File: src/rtl/spi_master_pkg.sv
// Shared types and elaboration helpers for the multi-lane SPI master.
package spi_master_pkg;

  typedef enum logic [1:0] {
    IDLE,
    LEAD,
    SHIFT,
    CS_HIGH
  } state_e;

  function automatic int unsigned calc_div(input int unsigned clk_freq,
                                           input int unsigned spiclk_freq);
    if (spiclk_freq == 0) return 0;
    return clk_freq / (2 * spiclk_freq);
  endfunction

  function automatic bit params_ok(input int unsigned clk_freq,
                                   input int unsigned spiclk_freq,
                                   input int unsigned word_length,
                                   input int unsigned n_ch,
                                   input int unsigned miso_delay,
                                   input int unsigned cs_high_cycles);
    int unsigned div;
    div = calc_div(clk_freq, spiclk_freq);
    return (spiclk_freq != 0) && ((clk_freq % (2 * spiclk_freq)) == 0) &&
           (div >= 1) && (word_length >= 2) && (n_ch >= 1) &&
           (miso_delay <= 4 * div) && (cs_high_cycles >= 1);
  endfunction

endpackage

File: src/rtl/spi_shift_lane.sv
// One SPI lane: MSB-first TX shifter and RX shifter driven by shared enables.
module spi_shift_lane #(
  parameter int unsigned WORD_LENGTH = 32
) (
  input  logic                   clk,
  input  logic                   reset,
  input  logic                   i_load,
  input  logic [WORD_LENGTH-1:0] i_tx_word,
  input  logic                   i_shift,
  input  logic                   i_sample,
  input  logic                   i_miso,
  output logic                   o_mosi,
  output logic [WORD_LENGTH-1:0] o_rx_nxt
);

  logic [WORD_LENGTH-1:0] r_tx;
  logic [WORD_LENGTH-2:0] r_rx;

  // Zero fill on shift leaves mosi low once the word has gone out.
  always_ff @(posedge clk) begin
    if (reset) begin
      r_tx <= '0;
      r_rx <= '0;
    end else begin
      if (i_load)       r_tx <= i_tx_word;
      else if (i_shift) r_tx <= {r_tx[WORD_LENGTH-2:0], 1'b0};
      if (i_sample)     r_rx <= o_rx_nxt[WORD_LENGTH-2:0];
    end
  end

  assign o_mosi   = r_tx[WORD_LENGTH-1];
  assign o_rx_nxt = {r_rx, i_miso};

endmodule

File: src/rtl/spi_master_multi.sv
// Mode-0 SPI master driving N_CH parallel MOSI/MISO lanes on a shared cs/sclk.
module spi_master_multi
  import spi_master_pkg::*;
#(
  parameter int unsigned CLK_FREQ       = 100000000,
  parameter int unsigned SPICLK_FREQ    = 25000000,
  parameter int unsigned WORD_LENGTH    = 32,
  parameter int unsigned N_CH           = 4,
  parameter int unsigned MISO_DELAY     = 0,
  parameter int unsigned CS_HIGH_CYCLES = 2
) (
  input  logic                          clk,
  input  logic                          reset,
  input  logic                          data_in_v,
  output logic                          ready_out,
  input  logic [N_CH*WORD_LENGTH-1:0]   data_in,
  output logic [N_CH*WORD_LENGTH-1:0]   data_out,
  output logic                          data_out_v,
  output logic                          cs,
  output logic                          sclk,
  output logic [N_CH-1:0]               mosi,
  input  logic [N_CH-1:0]               miso
);

  localparam int unsigned DIV     = calc_div(CLK_FREQ, SPICLK_FREQ);
  // The accepting IDLE cycle is part of the cs-high gap, so CS_HIGH is one shorter.
  localparam int unsigned CSH_TGT = (CS_HIGH_CYCLES > 1) ? CS_HIGH_CYCLES - 2 : 0;
  localparam int unsigned CNT_MAX = (DIV > CSH_TGT) ? DIV : CSH_TGT + 1;
  localparam int unsigned CNT_W   = $clog2(CNT_MAX + 1);
  localparam int unsigned BIT_W   = $clog2(WORD_LENGTH + 1);
  localparam int unsigned PIPE_W  = MISO_DELAY + 1;
  localparam int unsigned DATA_W  = N_CH * WORD_LENGTH;

  if (!params_ok(CLK_FREQ, SPICLK_FREQ, WORD_LENGTH, N_CH, MISO_DELAY, CS_HIGH_CYCLES)) begin : g_bad_params
    $error("spi_master_multi: illegal parameter combination");
  end

  state_e             r_state, w_state_nxt;
  logic [CNT_W-1:0]   r_cnt, w_cnt_nxt;
  logic [BIT_W-1:0]   r_bit, w_bit_nxt;
  logic               r_half, w_half_nxt;
  logic               w_accept, w_sclk_nxt, w_cs_nxt, w_rise_nxt, w_fall_nxt;
  logic               r_cs, r_sclk, r_ready, r_dv, r_busy;
  logic [PIPE_W-1:0]  r_pipe;
  logic [BIT_W-1:0]   r_nsmp;
  logic               w_smp_en;
  logic [DATA_W-1:0]  w_rx_nxt, r_dout;

  always_ff @(posedge clk) begin
    if (reset) begin
      r_state <= IDLE;
      r_cnt   <= '0;
      r_bit   <= '0;
      r_half  <= 1'b0;
    end else begin
      r_state <= w_state_nxt;
      r_cnt   <= w_cnt_nxt;
      r_bit   <= w_bit_nxt;
      r_half  <= w_half_nxt;
    end
  end

  always_comb begin
    w_state_nxt = r_state;
    w_cnt_nxt   = r_cnt;
    w_bit_nxt   = r_bit;
    w_half_nxt  = r_half;
    w_accept    = 1'b0;
    case (r_state)
      IDLE: begin
        if (data_in_v && r_ready) begin
          w_accept    = 1'b1;
          w_state_nxt = LEAD;
          w_cnt_nxt   = '0;
        end
      end
      LEAD: begin
        if (r_cnt == CNT_W'(DIV - 1)) begin
          w_state_nxt = SHIFT;
          w_cnt_nxt   = '0;
          w_half_nxt  = 1'b0;
          w_bit_nxt   = '0;
        end else begin
          w_cnt_nxt = r_cnt + CNT_W'(1);
        end
      end
      SHIFT: begin
        // r_half=0 is the sclk-high half of a bit, r_half=1 the low half.
        if (r_cnt == CNT_W'(DIV - 1)) begin
          w_cnt_nxt = '0;
          if (!r_half) begin
            w_half_nxt = 1'b1;
          end else if (r_bit == BIT_W'(WORD_LENGTH - 1)) begin
            w_state_nxt = CS_HIGH;
          end else begin
            w_bit_nxt  = r_bit + BIT_W'(1);
            w_half_nxt = 1'b0;
          end
        end else begin
          w_cnt_nxt = r_cnt + CNT_W'(1);
        end
      end
      CS_HIGH: begin
        if (r_cnt == CNT_W'(CSH_TGT)) begin
          if (!r_busy) w_state_nxt = IDLE;
        end else begin
          w_cnt_nxt = r_cnt + CNT_W'(1);
        end
      end
      default: w_state_nxt = IDLE;
    endcase
    w_cs_nxt   = !((w_state_nxt == LEAD) || (w_state_nxt == SHIFT));
    w_sclk_nxt = (w_state_nxt == SHIFT) && !w_half_nxt;
    w_rise_nxt = w_sclk_nxt && !r_sclk;
    w_fall_nxt = !w_sclk_nxt && r_sclk;
  end

  // Registered pins aligned with the state they belong to.
  always_ff @(posedge clk) begin
    if (reset) begin
      r_cs    <= 1'b1;
      r_sclk  <= 1'b0;
      r_ready <= 1'b0;
      r_pipe  <= '0;
    end else begin
      r_cs    <= w_cs_nxt;
      r_sclk  <= w_sclk_nxt;
      r_ready <= (w_state_nxt == IDLE);
      r_pipe  <= (r_pipe << 1) | PIPE_W'(w_rise_nxt);
    end
  end

  assign w_smp_en = r_pipe[MISO_DELAY] && r_busy;

  always_ff @(posedge clk) begin
    if (reset) begin
      r_busy <= 1'b0;
      r_nsmp <= '0;
      r_dv   <= 1'b0;
      r_dout <= '0;
    end else begin
      r_dv <= 1'b0;
      if (w_accept) begin
        r_busy <= 1'b1;
        r_nsmp <= '0;
      end else if (w_smp_en) begin
        if (r_nsmp == BIT_W'(WORD_LENGTH - 1)) begin
          r_busy <= 1'b0;
          r_dv   <= 1'b1;
          r_dout <= w_rx_nxt;
        end else begin
          r_nsmp <= r_nsmp + BIT_W'(1);
        end
      end
    end
  end

  for (genvar k = 0; k < N_CH; k++) begin : g_lane
    spi_shift_lane #(
      .WORD_LENGTH(WORD_LENGTH)
    ) u_lane (
      .clk       (clk),
      .reset     (reset),
      .i_load    (w_accept),
      .i_tx_word (data_in[k*WORD_LENGTH +: WORD_LENGTH]),
      .i_shift   (w_fall_nxt),
      .i_sample  (w_smp_en),
      .i_miso    (miso[k]),
      .o_mosi    (mosi[k]),
      .o_rx_nxt  (w_rx_nxt[k*WORD_LENGTH +: WORD_LENGTH])
    );
  end

  assign cs         = r_cs;
  assign sclk       = r_sclk;
  assign ready_out  = r_ready;
  assign data_out_v = r_dv;
  assign data_out   = r_dout;

endmodule

File: config.mk
export PLATFORM = sky130hd
export DESIGN_NAME = spi_master_multi
export DESIGN_NICKNAME = d
export VERILOG_FILES = /design/src/rtl/spi_master_pkg.sv /design/src/rtl/spi_shift_lane.sv /design/src/rtl/spi_master_multi.sv
export SDC_FILE = /design/constraint.sdc
export NUM_CORES = 1
export LEC_CHECK = 0
export BUFFER_PORTS_ARGS = -buffer_cell sky130_fd_sc_hd__buf_2
export CAP_MARGIN = 40
export CORE_MARGIN = 2
export CORE_UTILIZATION = 25
export CTS_BUF_LIST = sky130_fd_sc_hd__clkbuf_4
export DETAILED_ROUTE_END_ITERATION = 12
export PLACE_DENSITY = 0.54
export SKIP_LAST_GASP = 1
export SYNTH_ARGS = -nofsm -noshare
export SYNTH_HDL_FRONTEND = slang
export SYNTH_SLANG_ARGS = --single-unit
File: constraint.sdc
create_clock -name clk -period 2.7 [get_ports clk]
set_clock_uncertainty 0.1 [all_clocks]
set_input_delay 0.405 -clock clk [delete_from_list [all_inputs] [get_ports clk]]
set_output_delay 0.405 -clock clk [all_outputs]
set_load 0.1 [all_outputs]
# Word-level counts from Yosys, hierarchy flattened
# Cells that the tools add are included.
# totals
register_bits	403
word_cells	101
inputBits	135
output_inout_bits	136
# op_classes
n_eq_ne	14
n_addsub	3
reduce_logical	25
bitwise	3
muxes	36
# op_table
cell	count
32-bit two-way mux	8
6-bit two-way mux	4
2-bit two-way mux	10
6-bit by 1-bit adder with 6-bit output (second input constant)	2
6-bit by 5-bit equality test with 1-bit output (second input constant)	2
2-bit != test (second input constant)	6
6-bit one-hot mux with 2 select lines	1
1-bit two-way mux	10
2-bit one-hot mux with 4 select lines	1
2-bit nonzero test	4
2-bit by 1-bit equality test with 1-bit output (second input constant)	3
2-bit equality test (second input constant)	3
2-bit zero test	3
2-bit one-hot mux with 3 select lines	1
2-bit AND reduction	3
1-bit logical AND	5
5-bit AND reduction	1
1-bit zero test	4
2-bit OR reduction	2
1-bit inverter	3
3-bit AND reduction	1
3-bit OR reduction	1
2-bit by 1-bit adder with 2-bit output (second input constant)	1
1-bit one-hot mux with 2 select lines	1
1-bit logical OR	1

# Longest topological paths before layout
# depth
word_depth	11
mapped_depth	15
mapped_depth_nobuf	11

# Modules after synthesis
# Synthesis repeated with hierarchy kept, for this count alone.
# hier_totals
cells_unflattened	1398
area_unflattened_um2	16111.7
# by_module_without_submodules
mod	instances	area_per_inst_um2	cells_per_inst
spi_shift_lane	4	2760.1	244
spi_master_multi	1	5071.1	422

# Least setup slack after synthesis
# Ideal clock, no wire load.
# synth_timing
path_kind	flip-flop to flip-flop
from	register r_ready, in the netlist ready_out
to	register g_lane[0].u_lane.r_tx[10]
slack_ps	-118
arrival_ps	2631
path_stages_with_launch	12
synth_period_minus_slack_ps	2818
required_ps	2514
setup_time_ps	86
n_path_buf	3
cell_sequence	dfxtp_1 -> a21bo_2 -> o21ai_0 -> a21o_1 -> ha_1 -> inv_1 -> o22ai_1 -> and3_1 -> buf_6 -> buf_6 -> buf_6 -> a221oi_2
# synth_between
elab_chain_len	8
word_cells_on_any_way	11
classes_between	eq/ne: 1; mux: 5; reduce/logical: 5
# synth_rtl
item	line	text
start, declared	spi_master_multi.sv:43	logic r_cs, r_sclk, r_ready, r_dv, r_busy;
start signal, assigned	spi_master_multi.sv:128	r_ready <= (w_state_nxt == IDLE);
1-bit logical AND	spi_master_multi.sv:71	if (data_in_v && r_ready) begin
2-bit two-way mux	spi_master_multi.sv:71	
2-bit one-hot mux with 4 select lines	spi_master_multi.sv:69	case (r_state)
net w_state_nxt[1]	spi_master_multi.sv:38	state_e r_state, w_state_nxt;
2-bit equality test	spi_master_multi.sv:113	w_sclk_nxt = (w_state_nxt == SHIFT) && !w_half_nxt;
1-bit logical AND	spi_master_multi.sv:113	
1-bit zero test	spi_master_multi.sv:115	w_fall_nxt = !w_sclk_nxt && r_sclk;
1-bit logical AND	spi_master_multi.sv:115	
2-bit nonzero test (no line)	-	
end signal, assigned	spi_shift_lane.sv:25	if (i_load) r_tx <= i_tx_word;
end signal, assigned	spi_shift_lane.sv:26	else if (i_shift) r_tx <= {r_tx[WORD_LENGTH-2:0], 1'b0};
end, declared	spi_shift_lane.sv:16	logic [WORD_LENGTH-1:0] r_tx;
# The timed path passes the listed nets, and every way through them passes these cells.
# A chain may end at the register's enable or synchronous reset.

# Worst setup path in the final report
# layout_timing
from	register r_cnt[1]
to	register g_lane[0].u_lane.r_tx[16]
# layout_between
elab_chain_len	8
word_cells_on_any_way	15
classes_between	eq/ne: 2; mux: 7; reduce/logical: 6
# layout_rtl
item	line	text
start, declared	spi_master_multi.sv:39	logic [CNT_W-1:0] r_cnt, w_cnt_nxt;
start signal, assigned	spi_master_multi.sv:57	r_cnt <= w_cnt_nxt;
2-bit by 1-bit equality test with 1-bit output or 2-bit zero test (tied branches)	spi_master_multi.sv:78, spi_master_multi.sv:89, spi_master_multi.sv:104	
2-bit two-way mux (tied with other cells)	spi_master_multi.sv:89	if (r_cnt == CNT_W'(DIV - 1)) begin
2-bit one-hot mux with 4 select lines or 1-bit one-hot mux with 2 select lines (tied branches)	spi_master_multi.sv:69	
2-bit equality test or 1-bit zero test (tied branches)	spi_master_multi.sv:113	
1-bit logical AND *	spi_master_multi.sv:113	
1-bit zero test *	spi_master_multi.sv:115	
1-bit logical AND *	spi_master_multi.sv:115	
2-bit nonzero test (no line) *	-	
# Mark *: on every way between the ends. The rest lies on a longest branch, timed or not.

==> impl_summary.log <==
INFO  metric status = finished, violations left
INFO  metric violations_in_the_final_reports = negative setup slack
INFO  metric cts_made_buffers = 113
INFO  metric first_global_vias = 15299
INFO  metric worstPathCellList = inv_2 -> ha_4 -> nand2b_4 -> a2111oi_4 -> o22a_1 -> ha_2 -> inv_2 -> o22ai_2 -> buf_4 -> nand3_4 -> buf_12 -> buf_6 -> buf_16 -> a221oi_2
INFO  metric worstPathArrival = 3.36 ns
INFO  metric power-per-cell-area = 664 nW/µm²
INFO  metric first_iter_violations = 897
INFO  metric asyncSetResetFlopFracSynth = 0%
INFO  metric final_net_count = 2420
INFO  metric finalWirelength = 52500 µm
INFO  metric placeableCoreArea = 65600 µm²
INFO  metric multi_input_area = 7690 µm²
INFO  metric slowest_delay = 0.36 ns
INFO  metric postRouteAntennaNets = 0
INFO  metric postSynth.topFlopCell = dfxtp_1
INFO  metric final_layout_size_suffix_gt1_share = 29.1%
INFO  metric antenna_found_initial = 4
INFO  metric clk_root_buffer_cell = clkbuf_4
INFO  metric fmaxAchievable = 361 MHz
INFO  metric setup_repair_after_global_routing_missed_its_margin = true
INFO  metric total_power = 15.1 mW
INFO  metric grt.overflow.total = 0
INFO  metric dpl.hpwl = 29600 µm
INFO  metric drt_first_pass_iters = 5
INFO  metric static-leakage-power = 9.72 nW
INFO  metric layout.area.seq = 8080 µm²
INFO  metric yosys.cell_types.count = 47
INFO  metric die_x = 261 µm
INFO  metric htree_levels = 3
INFO  metric number_of_flip_flops_and_latches_in_the_synthesized_netlist = 403
INFO  metric critical_path.endpoint_type = flip-flop
INFO  metric cts_tree = built
INFO  metric synth.net_count = 1983
INFO  metric timing.critical_path.mode_cell = inv_2
INFO  metric final_hold_violation_count = 0
INFO  metric final_period_minus_worst_setup_slack = 2.77 ns
INFO  metric routed_via_density = 4.85
INFO  metric area_growth = 37.4%
INFO  metric gr-usage-all-layers = 14.5%
INFO  metric synthCells = 1837
INFO  metric grt_first_pass_wirelength = 80700 µm
INFO  metric start_kind = flip-flop
INFO  metric ctsLongestPathBuffers = 3
INFO  metric die_footprint = 68200 µm²
INFO  metric die_h = 261 µm
INFO  metric cp_top_family = compound AO/OA/AOI/OAI gates
INFO  metric r2r_setup_slack = -0.07 ns
INFO  metric drt_drc_violations_left = 0
INFO  metric cts.sink_count = 403
INFO  metric avgRoutedWirePerCell = 16.3 µm
INFO  metric required = 3.29 ns
INFO  metric max_cap_violations = 0
INFO  metric vdd_drop_max = 0.278 mV
INFO  metric fill_cells = 6699
INFO  metric clkTransAtPathRegs = 0.07 ns
INFO  metric synth-edff-count = 0
INFO  metric grt_max_degree = 126
INFO  metric final.hold.worst_slack = 0.251 ns
INFO  metric placementRows = 94
INFO  metric slew_margin_rel = 52.4%
INFO  metric final_min_period_over_clock_period = 103%
INFO  metric start_util = 25.2%
INFO  metric crit_type = reg2reg
INFO  metric worstSkewPairLatency = 0.85 ns
INFO  metric transition_time_at_the_pin_with_the_least_slew_margin = 0.714 ns
INFO  metric pin_count = 271
INFO  metric synth.cell_area = 16500 µm²
INFO  metric place.port_buffers = 270
INFO  metric final-max-slew-violation-count = 0
INFO  metric yosys_warnings = 0
INFO  metric synth.yosys.seq_area_share = 48.8%
INFO  metric cp_max_fo = 5
INFO  metric critical_path_buf_inv_count = 6
INFO  metric dr_total_vias = 15604
INFO  metric final_wtd_congestion = 0.809
INFO  metric hold_class = in2reg
INFO  metric finalSetupViolCount = 40
INFO  metric avgSynthCellArea = 9.00 µm²
INFO  metric critical-path-slowest-cell = a2111oi_4
INFO  metric setup_ws = -0.0725 ns
-- path summary, 6_finish.rpt --
kind                                                  end                startpoint  cells past startpoint
worst max register to register  g_lane[0].u_lane.r_tx[16]                  r_cnt[1]                     14
worst max-delay path            g_lane[0].u_lane.r_tx[16]                  r_cnt[1]                     14
worst min-delay path                         data_out[32]                   miso[1]                      3
worst min register to register   g_lane[1].u_lane.r_rx[7]  g_lane[1].u_lane.r_rx[6]                      2
-- sequential cells by signal, summed over array words and instances, names as in the netlist --
register and cells:
data_out 128, g_lane.u_lane.r_tx 128, g_lane.u_lane.r_rx 124, r_bit 6, r_nsmp 6, r_cnt 2, r_state 2, cs 1
data_out_v 1, r_busy 1, r_half 1, r_pipe 1, ready_out 1, sclk 1
-- cell type report --
| cell class | count | area share, % |
|---|---|---|
| clock buffer | 163 | 5.39 |
| inverter | 134 | 2.25 |
| timing repair buffer | 497 | 17.5 |
| clock inverter | 27 | 0.622 |
| multi-input combinational | 1125 | 33.9 |
| tap | 864 | 4.76 |
| sequential | 403 | 35.6 |
| antenna | 4 | 0.0441 |
-- kinds of logic after synthesis --
family                   after synthesis  synth area share, %
AO/OA/AOI/OAI                        545                 26.8
XOR/XNOR                               3                0.159
adder cells (fa/ha/maj)               11                0.832
buffers and inverters                309                 7.98
flip-flops                           403                 48.8
multiplexers                           2                0.121
AND/OR/NAND/NOR                      564                 15.3
-- through the flow --
stage          util, %  instance area [µm²]  setup WS (ns)  setup TNS, ns  cells
2_1_floorplan        -                16500        0.00909              0   1837
3_3_place_gp      28.8                18900         -0.135         -11.64   2858
3_5_place_dp      28.8                18900         -0.244         -13.99   2858
4_1_cts           33.7                22100        -0.0758          -2.60   3197
5_1_grt           34.6                22700         -0.178          -9.32   3217
6_report          34.6                22700        -0.0725          -1.01   3217
-- worst min-delay path: stages --
cell and delay (ns):
dlygate4sd3_1 0.52, buf_2 0.11, a22o_1 0.11
-- report_power, final --
part	total, mW	leakage [nW]	switching (mW)	internal [mW]
Clock	5.36	0.810	2.61	2.75
Combinational	2.97	5.65	1.59	1.39
Sequential	6.75	3.26	0.335	6.41
-- routing by layer --
| layer | GRT usage [%] | up-vias | wire, µm |
|---|---|---|---|
| met4 | 7.89 | 2 | 2280 |
| met3 | 3.76 | 154 | 2770 |
| met2 | 23.2 | 425 | 24900 |
| met5 | 0 | - | 13 |
| met1 | 17.8 | 7513 | 22600 |
| li1 | - | 7510 | - |
-- cells in the mapped netlist, types with 6 or more instances --
| cell | count | area (µm²) |
|---|---|---|
| buf_2 | 46 | 230 |
| ha_1 | 11 | 138 |
| a221oi_2 | 60 | 901 |
| a22o_1 | 129 | 1130 |
| buf_4 | 7 | 52.6 |
| a21oi_1 | 139 | 696 |
| inv_1 | 134 | 503 |
| o21ai_0 | 7 | 35.0 |
| and3_1 | 6 | 37.5 |
| clkbuf_1 | 109 | 409 |
| or3_1 | 127 | 795 |
| nand3_1 | 6 | 30.0 |
| nand2_1 | 268 | 1010 |
| nor2_1 | 135 | 507 |
| a221oi_1 | 69 | 604 |
| o211ai_1 | 125 | 938 |
| buf_6 | 10 | 113 |
| dfxtp_1 | 403 | 8070 |
-- layout by cell type, fill, tap and decap left out, types with 11 or more instances in the layout --
master / count
a221oi_1: 23
a221oi_2: 102
clkinv_1: 16
buf_6: 11
buf_4: 46
nor2_1: 135
o211ai_1: 125
inv_1: 128
clkbuf_4: 164
or3_1: 127
nand2_1: 266
buf_12: 22
dfxtp_1: 398
a21oi_1: 135
dlygate4sd3_1: 134
buf_2: 268
a22o_1: 129
-- timing repair --
item,in CTS,in global routing
gates resized for setup,48,69
endpoints found under the setup margin,128,129
buffers inserted,9,9
endpoints found under the hold margin,147,0
gates cloned,6,11
pin swaps,6,59
hold buffers,134,0
Power figures use the tool's default switching activity.
